<file path="src/rtl/shift_add_multiplier_if.sv">
// Start/done handshake and operand/product bus for the shift-and-add multiplier.
// master drives the request side; slave is the multiplier.
interface shift_add_multiplier_if;
   logic        iStart;
   logic [7:0]  iData_a;
   logic [7:0]  iData_b;
   logic        oBusy;
   logic        oDone;
   logic [15:0] oProduct;

   modport master (output iStart, iData_a, iData_b, input oBusy, oDone, oProduct);
   modport slave  (input iStart, iData_a, iData_b, output oBusy, oDone, oProduct);
endinterface

</file>
<file path="src/rtl/shift_add_multiplier.sv">
// Sequential 8x8 unsigned shift-and-add multiplier built around the 8-bit ripple-carry Adder.
// Optional early exit when no multiplier bits remain: define MUL_EARLY_EXIT_EN.
//
// state  | meaning
// IDLE   | waiting for iStart, operands captured on accept
// CALC   | one add/shift step per cycle, oBusy high
// DONE   | oDone pulse, oProduct just updated
module shift_add_multiplier (
   input logic                    iClk,
   input logic                    iRst_n,
   shift_add_multiplier_if.slave  bus
);
   localparam logic [1:0] S_IDLE = 2'd0;
   localparam logic [1:0] S_CALC = 2'd1;
   localparam logic [1:0] S_DONE = 2'd2;

   logic [1:0]  state;
   logic [7:0]  a_reg;
   logic [7:0]  acc;
   logic [7:0]  q;
   logic [3:0]  cnt;
   logic [15:0] product;
   logic [7:0]  sum;
   logic        sum_c;
   logic [15:0] r_next;

   Adder u_adder (
      .iData_a (acc),
      .iData_b (a_reg),
      .iC      (1'b0),
      .oData   (sum),
      .oData_C (sum_c)
   );

   // The adder carry lands in bit 15 after the shift; dropping it breaks 255*255.
   always_comb begin
      r_next = {1'b0, acc, q[7:1]};
      if (q[0]) r_next = {sum_c, sum, q[7:1]};
   end

`ifdef MUL_EARLY_EXIT_EN
   logic [7:0]  m;
   logic [15:0] r_early;
   // With no multiplier bits left, R already holds product << (8 - cnt).
   assign r_early = {acc, q} >> (4'd8 - cnt);
`endif

   always_ff @(posedge iClk) begin
      if (!iRst_n) begin
         state   <= S_IDLE;
         a_reg   <= 8'h00;
         acc     <= 8'h00;
         q       <= 8'h00;
         cnt     <= 4'h0;
         product <= 16'h0000;
`ifdef MUL_EARLY_EXIT_EN
         m       <= 8'h00;
`endif
      end else begin
         case (state)
            S_IDLE: begin
               if (bus.iStart) begin
                  a_reg <= bus.iData_a;
                  acc   <= 8'h00;
                  q     <= bus.iData_b;
                  cnt   <= 4'h0;
`ifdef MUL_EARLY_EXIT_EN
                  m     <= bus.iData_b;
`endif
                  state <= S_CALC;
               end
            end
            S_CALC: begin
`ifdef MUL_EARLY_EXIT_EN
               if (m == 8'h00) begin
                  product <= r_early;
                  state   <= S_DONE;
               end else begin
                  m <= m >> 1;
`else
               begin
`endif
                  {acc, q} <= r_next;
                  cnt      <= cnt + 4'd1;
                  if (cnt == 4'd7) begin
                     product <= r_next;
                     state   <= S_DONE;
                  end
               end
            end
            S_DONE:  state <= S_IDLE;
            default: state <= S_IDLE;
         endcase
      end
   end

   assign bus.oBusy    = (state == S_CALC);
   assign bus.oDone    = (state == S_DONE);
   assign bus.oProduct = product;
endmodule

module Adder (
   input  logic [7:0] iData_a,
   input  logic [7:0] iData_b,
   input  logic       iC,
   output logic [7:0] oData,
   output logic       oData_C
);
   logic [8:0] c;

   assign c[0] = iC;
   for (genvar i = 0; i < 8; i++) begin : g_fa
      FA u_fa (
         .iA (iData_a[i]),
         .iB (iData_b[i]),
         .iC (c[i]),
         .oS (oData[i]),
         .oC (c[i+1])
      );
   end
   assign oData_C = c[8];
endmodule

module FA (
   input  logic iA,
   input  logic iB,
   input  logic iC,
   output logic oS,
   output logic oC
);
   assign oS = iA ^ iB ^ iC;
   assign oC = (iA & iB) | (iC & (iA ^ iB));
endmodule
</file>
<file path="src/flat_wrapper.sv">
// flat-port wrapper written by rule: the top's interface ports become plain ports
module shift_add_multiplier_flat 
  (iClk, iRst_n, bus_iStart, bus_iData_a, bus_iData_b, bus_oBusy, bus_oDone, bus_oProduct);
  shift_add_multiplier_if bus_i ();
  input logic iClk;
  input logic iRst_n;
  input wire logic [$bits(bus_i.iStart)-1:0] bus_iStart;
  input wire logic [$bits(bus_i.iData_a)-1:0] bus_iData_a;
  input wire logic [$bits(bus_i.iData_b)-1:0] bus_iData_b;
  output wire logic [$bits(bus_i.oBusy)-1:0] bus_oBusy;
  output wire logic [$bits(bus_i.oDone)-1:0] bus_oDone;
  output wire logic [$bits(bus_i.oProduct)-1:0] bus_oProduct;
  assign bus_i.iStart = bus_iStart;
  assign bus_i.iData_a = bus_iData_a;
  assign bus_i.iData_b = bus_iData_b;
  assign bus_oBusy = bus_i.oBusy;
  assign bus_oDone = bus_i.oDone;
  assign bus_oProduct = bus_i.oProduct;
  shift_add_multiplier u_core (.iClk(iClk), .iRst_n(iRst_n), .bus(bus_i));
endmodule
</file>
<file path="config.mk">
export PLATFORM = sky130hd
export DESIGN_NAME = shift_add_multiplier_flat
export DESIGN_NICKNAME = d
export VERILOG_FILES = /design/src/rtl/shift_add_multiplier_if.sv /design/src/rtl/shift_add_multiplier.sv /design/src/flat_wrapper.sv
export SDC_FILE = /design/constraint.sdc
export NUM_CORES = 1
export LEC_CHECK = 0
export CAP_MARGIN = 20
export CORE_AREA = 2 2 66 68
export DETAILED_ROUTE_END_ITERATION = 7
export DIE_AREA = 0 0 68 70
export DONT_BUFFER_PORTS = 1
export GPL_ROUTABILITY_DRIVEN = 0
export PLACE_DENSITY = 0.76
export RECOVER_POWER = 25
export SYNTH_ARGS = -nofsm -noshare
export SYNTH_HDL_FRONTEND = slang
export SYNTH_HIERARCHICAL = 1
export SYNTH_SLANG_ARGS = --single-unit
</file>
<file path="constraint.sdc">
create_clock -name iClk -period 13 [get_ports iClk]
set_input_delay 1.3 -clock iClk [delete_from_list [all_inputs] [get_ports iClk]]
set_output_delay 1.3 -clock iClk [all_outputs]
set_load 0.01 [all_outputs]
</file>
# ---- Word level (Yosys, flattened, before mapping)
# Index checks and enable logic that the tools add are counted.
dict set report totals {
  rom_bits 0
  latchBits 0
  out_inout_bits 18
  mem_count 0
  word_cells 65
  ram_bits 0
  ff_bits 46
  inputBits 19
}
dict set report op_classes {
  mul 0
  add_sub_neg 1
  bitwise_logic 37
  magnitude_cmp 0
  muxes 10
  shift 0
  div 0
  eq_ne 5
  reduce_logical 6
}
# operator n
set ops {}
lappend ops {{$pmux 8 s2} 2}
lappend ops {{$mux 16} 1}
lappend ops {{$mux 8} 2}
lappend ops {{$and 1x1->1} 15}
lappend ops {{$xor 1x1->1} 15}
lappend ops {{$pmux 4 s2} 1}
lappend ops {{$reduce_and 2->1} 4}
lappend ops {{$or 1x1->1} 7}
lappend ops {{$add 4x1->4 const B} 1}
lappend ops {{$eq 4x3->1 const B} 1}
lappend ops {{$mux 2} 2}
lappend ops {{$mux 4} 1}
lappend ops {{$pmux 2 s2} 1}
lappend ops {{$eq 2x1->1 const B} 1}
lappend ops {{$eq 2x2->1 const B} 1}
lappend ops {{$logic_not 2->1} 1}
lappend ops {{$ne 2x1->1 const B} 1}
lappend ops {{$ne 2x2->1 const B} 1}
lappend ops {{$reduce_bool 2->1} 1}

# ---- Longest topological paths before layout
dict set report depth {
  ltp_word 17
  mapped_depth 11
  mapped_depth_nobuf 11
}

# ---- By module
# The synthesis kept the hierarchy.
# module cells_each seq_area_each_um2 instances area_per_inst_um2
set modules_own_cells {}
lappend modules_own_cells {shift_add_multiplier 219 920.9 1 1956.9}
lappend modules_own_cells {FA 1 0.0 8 20.0}

# ---- Worst setup path after synthesis
# OpenSTA, ideal clock, no wires.
dict set report synth_path {
  kind {reg-to-reg}
  startpoint {register u_core.acc[0]}
  endpoint {register u_core.product[14], in the netlist u_core/bus.oProduct[14]}
  setup_time_ps 117
  arrival_ps 4313
  stages_incl_launch_ff 12
  setup_slack_ps 8569
  required_time_ps 12883
  path_buffers 0
  synth_period_minus_slack_ps 4431
  cell_sequence {dfxtp_1 > fa_1 > fa_1 > fa_1 > fa_1 > fa_1 > fa_1 > fa_1 > fa_1 > mux2_2 > nand4_1 > o21ai_1}
}
dict set report synth_via {
  elab_chain_cells 15
}
# element line_no
set synth_lines {}
lappend synth_lines {{from (decl)} shift_add_multiplier.sv:19} ;# logic [7:0] acc;
lappend synth_lines {{from (signal assigned)} shift_add_multiplier.sv:83} ;# {acc, q} <= r_next;
lappend synth_lines {{$and 1x1->1} shift_add_multiplier.sv:132} ;# assign oC = (iA & iB) | (iC & (iA ^ iB));
lappend synth_lines {{net u_core.u_adder.c[1]} shift_add_multiplier.sv:109} ;# logic [8:0] c;
lappend synth_lines {{$and 1x1->1} shift_add_multiplier.sv:132}
lappend synth_lines {{$or 1x1->1} shift_add_multiplier.sv:132}
lappend synth_lines {{net u_core.u_adder.c[2]} shift_add_multiplier.sv:109}
lappend synth_lines {{$and 1x1->1} shift_add_multiplier.sv:132}
lappend synth_lines {{$or 1x1->1} shift_add_multiplier.sv:132}
lappend synth_lines {{net u_core.u_adder.c[3]} shift_add_multiplier.sv:109}
lappend synth_lines {{[2 not listed]} --}
lappend synth_lines {{net u_core.u_adder.c[4]} shift_add_multiplier.sv:109}
lappend synth_lines {{[2 not listed]} --}
lappend synth_lines {{net u_core.u_adder.c[5]} shift_add_multiplier.sv:109}
lappend synth_lines {{[1 not listed]} --}
lappend synth_lines {{$or 1x1->1} shift_add_multiplier.sv:132}
lappend synth_lines {{net u_core.u_adder.c[6]} shift_add_multiplier.sv:109}
lappend synth_lines {{$and 1x1->1} shift_add_multiplier.sv:132}
lappend synth_lines {{$or 1x1->1} shift_add_multiplier.sv:132}
lappend synth_lines {{net u_core.u_adder.c[7]} shift_add_multiplier.sv:109}
lappend synth_lines {{$xor 1x1->1} shift_add_multiplier.sv:131} ;# assign oS = iA ^ iB ^ iC;
lappend synth_lines {{net u_core.sum[7]} shift_add_multiplier.sv:23} ;# logic [7:0] sum;
lappend synth_lines {{$mux 16} shift_add_multiplier.sv:38} ;# if (q[0]) r_next = {sum_c, sum, q[7:1]};
lappend synth_lines {{to (signal assigned)} shift_add_multiplier.sv:86} ;# product <= r_next;
lappend synth_lines {{to (decl)} shift_add_multiplier.sv:22} ;# logic [15:0] product;
# The timed path passes the listed nets, and every way through them passes these cells.
# A chain may end at the register's enable or synchronous reset.

# ---- Worst setup path in the final report
# Same ends and word-level chain as after synthesis.

==> key figures <==
STA
  – Final Setup Violations: 0
  – Fmax: approximately 0.22 GHz
  – Setup TNS: 0 ns
  – Tcrit/Tclk final: around a third
  – Max transition margin: between 30% and 40%
  – Least-Margin Pin Slew: between 0.9 and 1 ns
  – Final hold viol count: 0
  – Slew Viols, Final: 0
  – Tmin final: 4.588 ns
  – Clk_skew: 0.006303 ns
  – RSZ-0062 raised after global routing: false

Layout
  – Largest register FFs: 16
  – Fraction of final layout cells sized beyond drive strength 1: 8.333%
  – Layout Nets: 243
  – Finished Layout Cells: 268
  – Design area: ~2200 um2
  – Antenna cells: 0
  – Layout area overhead: 3.251%
  – Final Util: 52.75%
  – Fill cells: 393

Floorplanning
  – Die Footprint: 4760 um2
  – # rows: 24
  – Die Height: ~70 um
  – Starting Density: 51.09%
  – Number of I/O pins: 37
  – Core area: ~4100 um2
  – Die X: 68 um

Clocking
  – Num CTS Buffers: 5
  – Setup bufs post-CTS: 0
  – Worst skew pair latency: 0.30 ns
  – TritonCTS Sinks: 46
  – Clock transition at the registers of the reported paths: 0.09 ns
  – Post-CTS sizing: 0
  – Max clock buf depth: 2
  – H-tree depth: 2
  – Cts hold-fix bufs: 0
  – TritonCTS clock tree: yes
  – Root Buffer: clkbuf_8

Drt
  – Average vias per placed instance: 5.672
  – DRC errors left: 0
  – WL final: 4198 um
  – DRC marker count from the first detailed-route iteration: roughly 130
  – DRT antenna net count: 0
  – Drt pass-1 iters: 4
  – Vias: 1520
  – Drt wl/cell: 15.66 um

Global routing
  – Initial antenna violation count: 0
  – Gr usage total: roughly a fifth
  – First-pass GRT wire length: 6858 um
  – Largest net degree at the start of global routing: 64
  – Vias in the first global route: around 1400
  – Grt ovf: 0

Setup path
  – Setup CP Type: reg2reg
  – Startpoint types: register
  – R2R Setup Slk: 8.41 ns
  – CP endpoint kind: register
  – Worst EP arrival: 4.77 ns
  – CP max FO: 3
  – Crit path required time: between 10 and 15 ns

Pwr
  – Internal power: 210.4 uW
  – Clk pwr share: 38.6%
  – Flop pwr share: 54.5%
  – Sw Ratio: between 20% and 30%
  – Worst vdd ir: between 0.05 and 0.06 mV
  – Pleak: 0.0007997 uW
  – Sw Pwr: about 66 uW
  – Pwr Density: 126.3 nW/um2
  – Comb pwr share: 7.0%

Synthesis
  – Post-synthesis cell area: 2117 um2
  – Synth cell types: 31
  – EDFF count, synth: 0
  – Synth top cells by count: nand2_1 (50), dfxtp_1 (46), a21boi_0 (18), nand3_1 (12)
  – Most common cell in the synthesized netlist: nand2_1
  – Asr flop ratio synth: 0%
  – Synth Register Bits: 46
  – Top cells by area, synth: dfxtp_1 (43%), nand2_1 (8.9%), fa_1 (7.6%)
  – Syn Nets: 255
  – Syn_area_per_cell: 9.326 um2
  – Post-synthesis sequential area ratio: 43.50%
  – Area leader, netlist: dfxtp_1
  – Main synth FF type: dfxtp_1
  – Synth top area share: about 43%
  – Number of synthesis warnings: 6
  – Mapped Cells: 227

Place
  – DPL Wire Length: roughly 2700 um
  – Area after DPL: 2072 um2
  – Placed cell count: 260
  – Port bufs: 0

Hold path
  – Worst hold path class: reg2reg

Status
  – Status: finished, final reports clean

Flow run
  – Max_cap viols: 0
==> per-stage QoR <==
step	total power (uW)	hold WS, ns	worst slack, ns
floorplan	171.9	0.4385	8.569
global placement	171.9	0.4490	8.497
detailed placement	172.8	0.4541	8.427
CTS	279.2	0.4670	8.417
global route	288.3	0.4888	8.185
finish	276.0	0.4666	8.412
==> critical path, cell delays in order (launching register included) <==
cell and delay, ns:
dfxtp_1 0.34, fa_1 0.42, fa_1 0.46, fa_1 0.46, fa_1 0.46, fa_1 0.47, fa_1 0.47, fa_1 0.47
fa_1 0.47, mux2_2 0.28, nand4_1 0.09, o21ai_1 0.08
==> final cells by class <==
| cell class | instances | area, um2 | area share [%] |
|---|---|---|---|
| inverter | 8 | 30.03 | 1.374 |
| clock inverter | 3 | 45.04 | 2.061 |
| multi-input combinational | 154 | 1056 | 48.31 |
| sequential | 46 | 920.9 | 42.13 |
| clock buffer | 5 | 68.82 | 3.148 |
| tap | 52 | 65.06 | 2.977 |
==> power groups by stage <==
stage,clock network [uW],logic [uW],registers [uW]
after global routing,115,21.7,151
after floorplan,0,20.6,151
after CTS,110,19.3,150
after detailed placement,0,19.2,154
final,107,19.2,150
after global placement,0,18.4,153
==> kinds of logic after synthesis <==
logic type | after synthesis | share of synthesized area (%)
compound gates | 44 | 14.36
xor+xnor | 1 | 0.4138
fa+ha+maj | 9 | 8.156
buf+inv | 27 | 6.619
flops | 46 | 43.50
mux | 17 | 8.511
other cells | 1 | 0.1771
simple gates | 82 | 18.26
==> routing by layer <==
metal / GRT usage (%) / up-vias / routed length [um]
met5: 0 / - / 0
met4: 9.111 / 0 / 75
met3: 6.763 / 9 / 243
met2: 27.18 / 39 / 1878
met1: 25.77 / 719 / 2001
li1: - / 753 / -
==> layout by cell type, fill, tap and decap left out <==
cell type / netlist / layout
a21oi_1: 7 / 7
ha_1: 1 / 1
a21boi_0: 18 / 18
nand4_1: 9 / 9
and2_1: 1 / 1
dfxtp_1: 46 / 46
and3_1: 2 / 2
o32a_1: 1 / 1
nand2_1: 50 / 50
o21ai_0: 1 / 1
fa_1: 8 / 8
and2_4: 1 / 1
bufinv_16: 0 / 1
conb_1: 1 / 1
inv_1: 7 / 8
clkinvlp_4: 0 / 2
nor3b_2: 1 / 1
or3b_1: 1 / 1
nand2b_1: 2 / 2
o21ai_1: 8 / 8
and3b_1: 1 / 1
nand3_1: 12 / 12
clkbuf_8: 0 / 5
mux2i_1: 9 / 9
nor2b_1: 2 / 2
a222oi_1: 1 / 1
xnor2_1: 1 / 1
o21bai_1: 1 / 1
mux2_2: 8 / 8
o221ai_1: 7 / 7
==> path summary, 6_finish.rpt <==
path	startpoint	to	cells after the start
max	u_core/acc[0]	u_core/bus.oProduct[14]	11
min	u_core/q[1]	u_core/q[1]	2
max reg2reg	u_core/acc[0]	u_core/bus.oProduct[14]	11
min reg2reg	u_core/q[1]	u_core/q[1]	2
Power figures use the tool's default switching activity.
